**src/rtl/gcd_controller.sv**
```systemverilog
// Control FSM for a 16-bit subtractive GCD datapath: fetches two operands over a
// valid/req handshake, then steers the subtractor until A==B or the iteration limit hits.
module gcd_controller #(
  parameter int CNT_W    = 16,
  parameter int MAX_ITER = 65535
) (
  input  logic             clk,
  input  logic             rst,
  input  logic             start,
  input  logic             op_valid,
  input  logic             gt,
  input  logic             eq,
  input  logic             lt,
  output logic             op_req,
  output logic             LdA,
  output logic             LdB,
  output logic             sel1,
  output logic             sel2,
  output logic             sel_in,
  output logic             busy,
  output logic             done,
  output logic             err,
  output logic [CNT_W-1:0] iter_cnt
);

  typedef enum logic [2:0] {
    IDLE    = 3'd0,
    LOAD_A  = 3'd1,
    LOAD_B  = 3'd2,
    COMPUTE = 3'd3,
    DONE    = 3'd4
  } state_t;

  localparam logic [CNT_W-1:0] MAX_CNT = CNT_W'(MAX_ITER);

  state_t           state_q;
  logic [CNT_W-1:0] cnt_q;
  logic             err_q;
  logic             timeout;

  // Timeout outranks a simultaneous eq only when the operands have not converged.
  assign timeout = (cnt_q == MAX_CNT) && !eq;

  always_ff @(posedge clk) begin
    if (rst) begin
      state_q <= IDLE;
      cnt_q   <= '0;
      err_q   <= 1'b0;
    end else begin
      case (state_q)
        IDLE: begin
          if (start) begin
            state_q <= LOAD_A;
            cnt_q   <= '0;
            err_q   <= 1'b0;
          end
        end
        LOAD_A: begin
          if (op_valid) state_q <= LOAD_B;
        end
        LOAD_B: begin
          if (op_valid) state_q <= COMPUTE;
        end
        COMPUTE: begin
          if (timeout) begin
            state_q <= DONE;
            err_q   <= 1'b1;
          end else if (eq) begin
            state_q <= DONE;
          end else begin
            // Counts even with no flag set so a broken datapath still times out.
            cnt_q <= cnt_q + 1'b1;
          end
        end
        DONE: begin
          state_q <= IDLE;
        end
        default: begin
          state_q <= IDLE;
        end
      endcase
    end
  end

  always_comb begin
    op_req = 1'b0;
    LdA    = 1'b0;
    LdB    = 1'b0;
    sel1   = 1'b0;
    sel2   = 1'b0;
    sel_in = 1'b0;
    busy   = 1'b0;
    done   = 1'b0;
    err    = 1'b0;
    case (state_q)
      LOAD_A: begin
        op_req = 1'b1;
        sel_in = 1'b1;
        busy   = 1'b1;
        LdA    = op_valid;
      end
      LOAD_B: begin
        op_req = 1'b1;
        sel_in = 1'b1;
        busy   = 1'b1;
        LdB    = op_valid;
      end
      COMPUTE: begin
        busy = 1'b1;
        if (!timeout && !eq) begin
          if (gt) begin
            sel2 = 1'b1;
            LdA  = 1'b1;
          end else if (lt) begin
            sel1 = 1'b1;
            LdB  = 1'b1;
          end
        end
      end
      DONE: begin
        busy = 1'b1;
        done = 1'b1;
        err  = err_q;
      end
      default: begin
        busy = 1'b0;
      end
    endcase
  end

  assign iter_cnt = cnt_q;

endmodule

```
**config.mk**
```make
export PLATFORM = sky130hd
export DESIGN_NAME = gcd_controller
export DESIGN_NICKNAME = d
export VERILOG_FILES = /design/src/rtl/gcd_controller.sv
export SDC_FILE = /design/constraint.sdc
export NUM_CORES = 1
export LEC_CHECK = 0
export CAP_MARGIN = 5
export CORE_MARGIN = 3
export CORE_UTILIZATION = 45
export CTS_BUF_LIST = sky130_fd_sc_hd__clkbuf_4
export CTS_CLUSTER_DIAMETER = 40
export CTS_CLUSTER_SIZE = 20
export DETAILED_ROUTE_END_ITERATION = 10
export HOLD_SLACK_MARGIN = 0.1
export PLACE_DENSITY_LB_ADDON = 0.05
export SYNTH_ARGS = -nofsm -noshare
export SYNTH_HDL_FRONTEND = slang
export SYNTH_SLANG_ARGS = --single-unit
```
**constraint.sdc**
```tcl
create_clock -name clk -period 3.4 [get_ports clk]
set_clock_uncertainty 0.2 [all_clocks]
set_input_delay 0.85 -clock clk [delete_from_list [all_inputs] [get_ports clk]]
set_output_delay 0.85 -clock clk [all_outputs]
set_load 0.005 [all_outputs]
```
==> impl_metrics.tcl <==
set metrics [dict create \
    status "finished clean" \
    wl_um 4180 \
    row_count 19 \
    synth_cell_types 53 \
    clkSinkCount 20 \
    wirelength_met1_um 1850 \
    start_kind "input pin" \
    clock_latency_ns 0.31 \
    powerDensity_mw_per_mm2 299 \
    antenna_cells 0 \
    firstDrtPassIters 4 \
    wl_per_cell_um 17.3 \
    io_pins 32 \
    max_cap_viol_count 0 \
    synth_area_leaders "dfxtp_1 29%, o211ai_1 8.7%, nand3_1 4.0%" \
    die_w_um 61.3 \
    end_kind "primary output" \
    clockBufferDepth 2 \
    rsz0062_at_grt "no" \
    dieArea_sq_mm 0.00376 \
    drive_gt1_share_pct 22.4 \
    topRoutingLayerUsed "met4" \
    leakage_nw 0.723 \
    multi_input_area_sq_um 945 \
    worst_pin_slew_ns 0.487 \
    io_buffer_count 31 \
    slew_headroom_pct 67.5 \
    setup_viol 0 \
    die_h_um 61.3 \
    initial_utilization_pct 48.6 \
    clockRootBuffer "clkbuf_4" \
    via_count 1539 \
    antenna_found_initial 0 \
    drc 0 \
    ys_ff_latch 20 \
    ant_nets 0 \
    clk_pin_slew_worst_paths_ns 0.13 \
    routed_via_density 6.39 \
    crit_arrival_ns 2.24 \
    drv_slew 0 \
    layout_common_cells "27 x clkdlybuf4s50_1, 23 x buf_4, 16 x o211ai_1, 15 x dfxtp_1" \
    cts_made_buffers 3 \
    fmax_mhz 304 \
    yosys_warnings 0 \
    cts_tree "yes" \
    critPathMaxFanout 2 \
    layout_commonest_cell "clkdlybuf4s50_1" \
    setup_tns_ns 0 \
    dr_wl_met2_um 2000 \
    final_nets 219 \
    path_cells "clkdlybuf4s50_1, nand4bb_4, nor4b_4, buf_4, o211a_1, dlygate4sd2_1" \
    seqCellArea_sq_um 407 \
    crit_required_ns 2.35 \
    syn_area_sq_mm 0.00138 \
    area_delta_synth_final_pct 38.9 \
    synth_top_area_share_pct 29.1 \
    final_hold_viol_count 0 \
    synth-main-ff-cell "dfxtp_1" \
    slowest_stage "clkdlybuf4s50_1" \
    fin_util_pct 67.5 \
    min-delay-path-class "register to register" \
    postCtsHoldBufs 0 \
    nFillCells 243 \
    grt_pass1_wl_um 6920 \
    htreeDepth 1 \
    place.gp.congestion 0.868 \
    core_area_sq_mm 0.00283 \
    layout_min_cycle_time_ns 3.29 \
    grt_max_degree 23 \
    met3_length_um 305 \
    period_share_pct 96.8 \
    postSynth.asyncResetShare_pct 0 \
    synth_area_per_cell_sq_um 8.38 \
    ir_drop_mv 0.240 \
    drt_first_iter_violations 109 \
    synth-edff-count 0 \
    netlist_instances 164 \
    critPathKind "input pin to primary output" \
    dp_hpwl_um 2910 \
    synthesis.nets 172 \
    grt_use_total_pct 24.5 \
    critical-path-max-stage-delay_ns 0.43 \
    yosysTopAreaCell "dfxtp_1" \
    grt_pass1_vias 1450 \
    grt.overflow.total 0 \
    synth_seq_area_share_pct 29.1 \
    power_uw 572 \
]
[per-layer routing]
| metal | global-route usage [%] | vias up |
|---|---|---|
| li1 | - | 745 |
| met1 | 33.2 | 723 |
| met2 | 40.8 | 69 |
| met3 | 4.61 | 2 |
| met4 | 4.64 | 0 |
| met5 | 0 | - |
[Yosys cell counts, types with 2 or more instances]
| cell | instances |
|---|---|
| and2_1 | 2 |
| nand4_2 | 2 |
| nand3_1 | 11 |
| nor4b_1 | 2 |
| nand4_1 | 5 |
| a311oi_1 | 4 |
| inv_1 | 3 |
| nand2b_1 | 4 |
| and4_1 | 3 |
| buf_2 | 4 |
| clkbuf_1 | 6 |
| nor3_1 | 4 |
| or3b_2 | 2 |
| dfxtp_1 | 20 |
| o211ai_1 | 16 |
| nand2_1 | 6 |
| and4_2 | 2 |
| nand3b_1 | 2 |
| a21oi_1 | 7 |
| a31oi_1 | 5 |
| o21ai_0 | 3 |
| or3_1 | 4 |
| nor4_1 | 2 |
| and3_1 | 3 |
| nor2_1 | 11 |
| or4_1 | 3 |
| xnor2_1 | 2 |
[worst max-delay path: cells and delay by family]
| family | cells | cell delay (ns) |
|---|---|---|
| buffers and inverters | 3 | 0.80 |
| AND/OR/NAND/NOR | 2 | 0.48 |
| AO/OA/AOI/OAI | 1 | 0.12 |
[through the flow]
step                hold slack [ns]  area, sq um  std cells  setup slack (ns)
floorplan                     0.257         1380        164             0.434
global placement              0.281         1830        236            -0.209
detailed placement            0.294         1830        236            -0.213
CTS                           0.320         1910        241           0.00465
global route                  0.342         1910        241            0.0212
finish                        0.323         1910        241             0.109
[layout make-up]
cell class | instances | area share [%]
Multi-Input combinational cell | 129 | 49.5
Timing Repair Buffer | 54 | 25.2
Sequential cell | 20 | 21.3
Tap cell | 31 | 2.03
Clock buffer | 3 | 1.18
Inverter | 3 | 0.590
Clock inverter | 1 | 0.197
[timing repair]
item | 4_1_cts | 5_1_grt
setup endpoints to repair | 4 | 2
setup buffers | 2 | 0
pin swaps | 4 | 1
gates resized for setup | 14 | 1
[cells by family after synthesis]
family	Yosys count	synth area share, %
buffers and inverters	15	5.28
adder cells (fa/ha/maj)	1	0.910
AO/OA/AOI/OAI	46	24.9
XOR/XNOR	2	1.27
AND/OR/NAND/NOR	77	36.1
flip-flops	20	29.1
multiplexers	3	2.37
[sequential cells by signal (all words and copies together), names as in the netlist]
register  cells
err_q         1
iter_cnt     16
state_q       3
[path summary, 6_finish.rpt]
path	start	to	slack [ns]	depth (start not counted)
max	eq	LdB	0.11	6
min	iter_cnt[6]	iter_cnt[6]	0.32	1
max reg2reg	iter_cnt[0]	iter_cnt[5]	1.03	8
min reg2reg	iter_cnt[6]	iter_cnt[6]	0.32	1
[power by group]
group / switching (mW) / total (mW) / internal (mW)
clock: 0.0788 / 0.122 / 0.0429
combinational: 0.0870 / 0.182 / 0.0948
sequential: 0.0262 / 0.268 / 0.242
No activity file was read; power rests on OpenSTA's default activity.
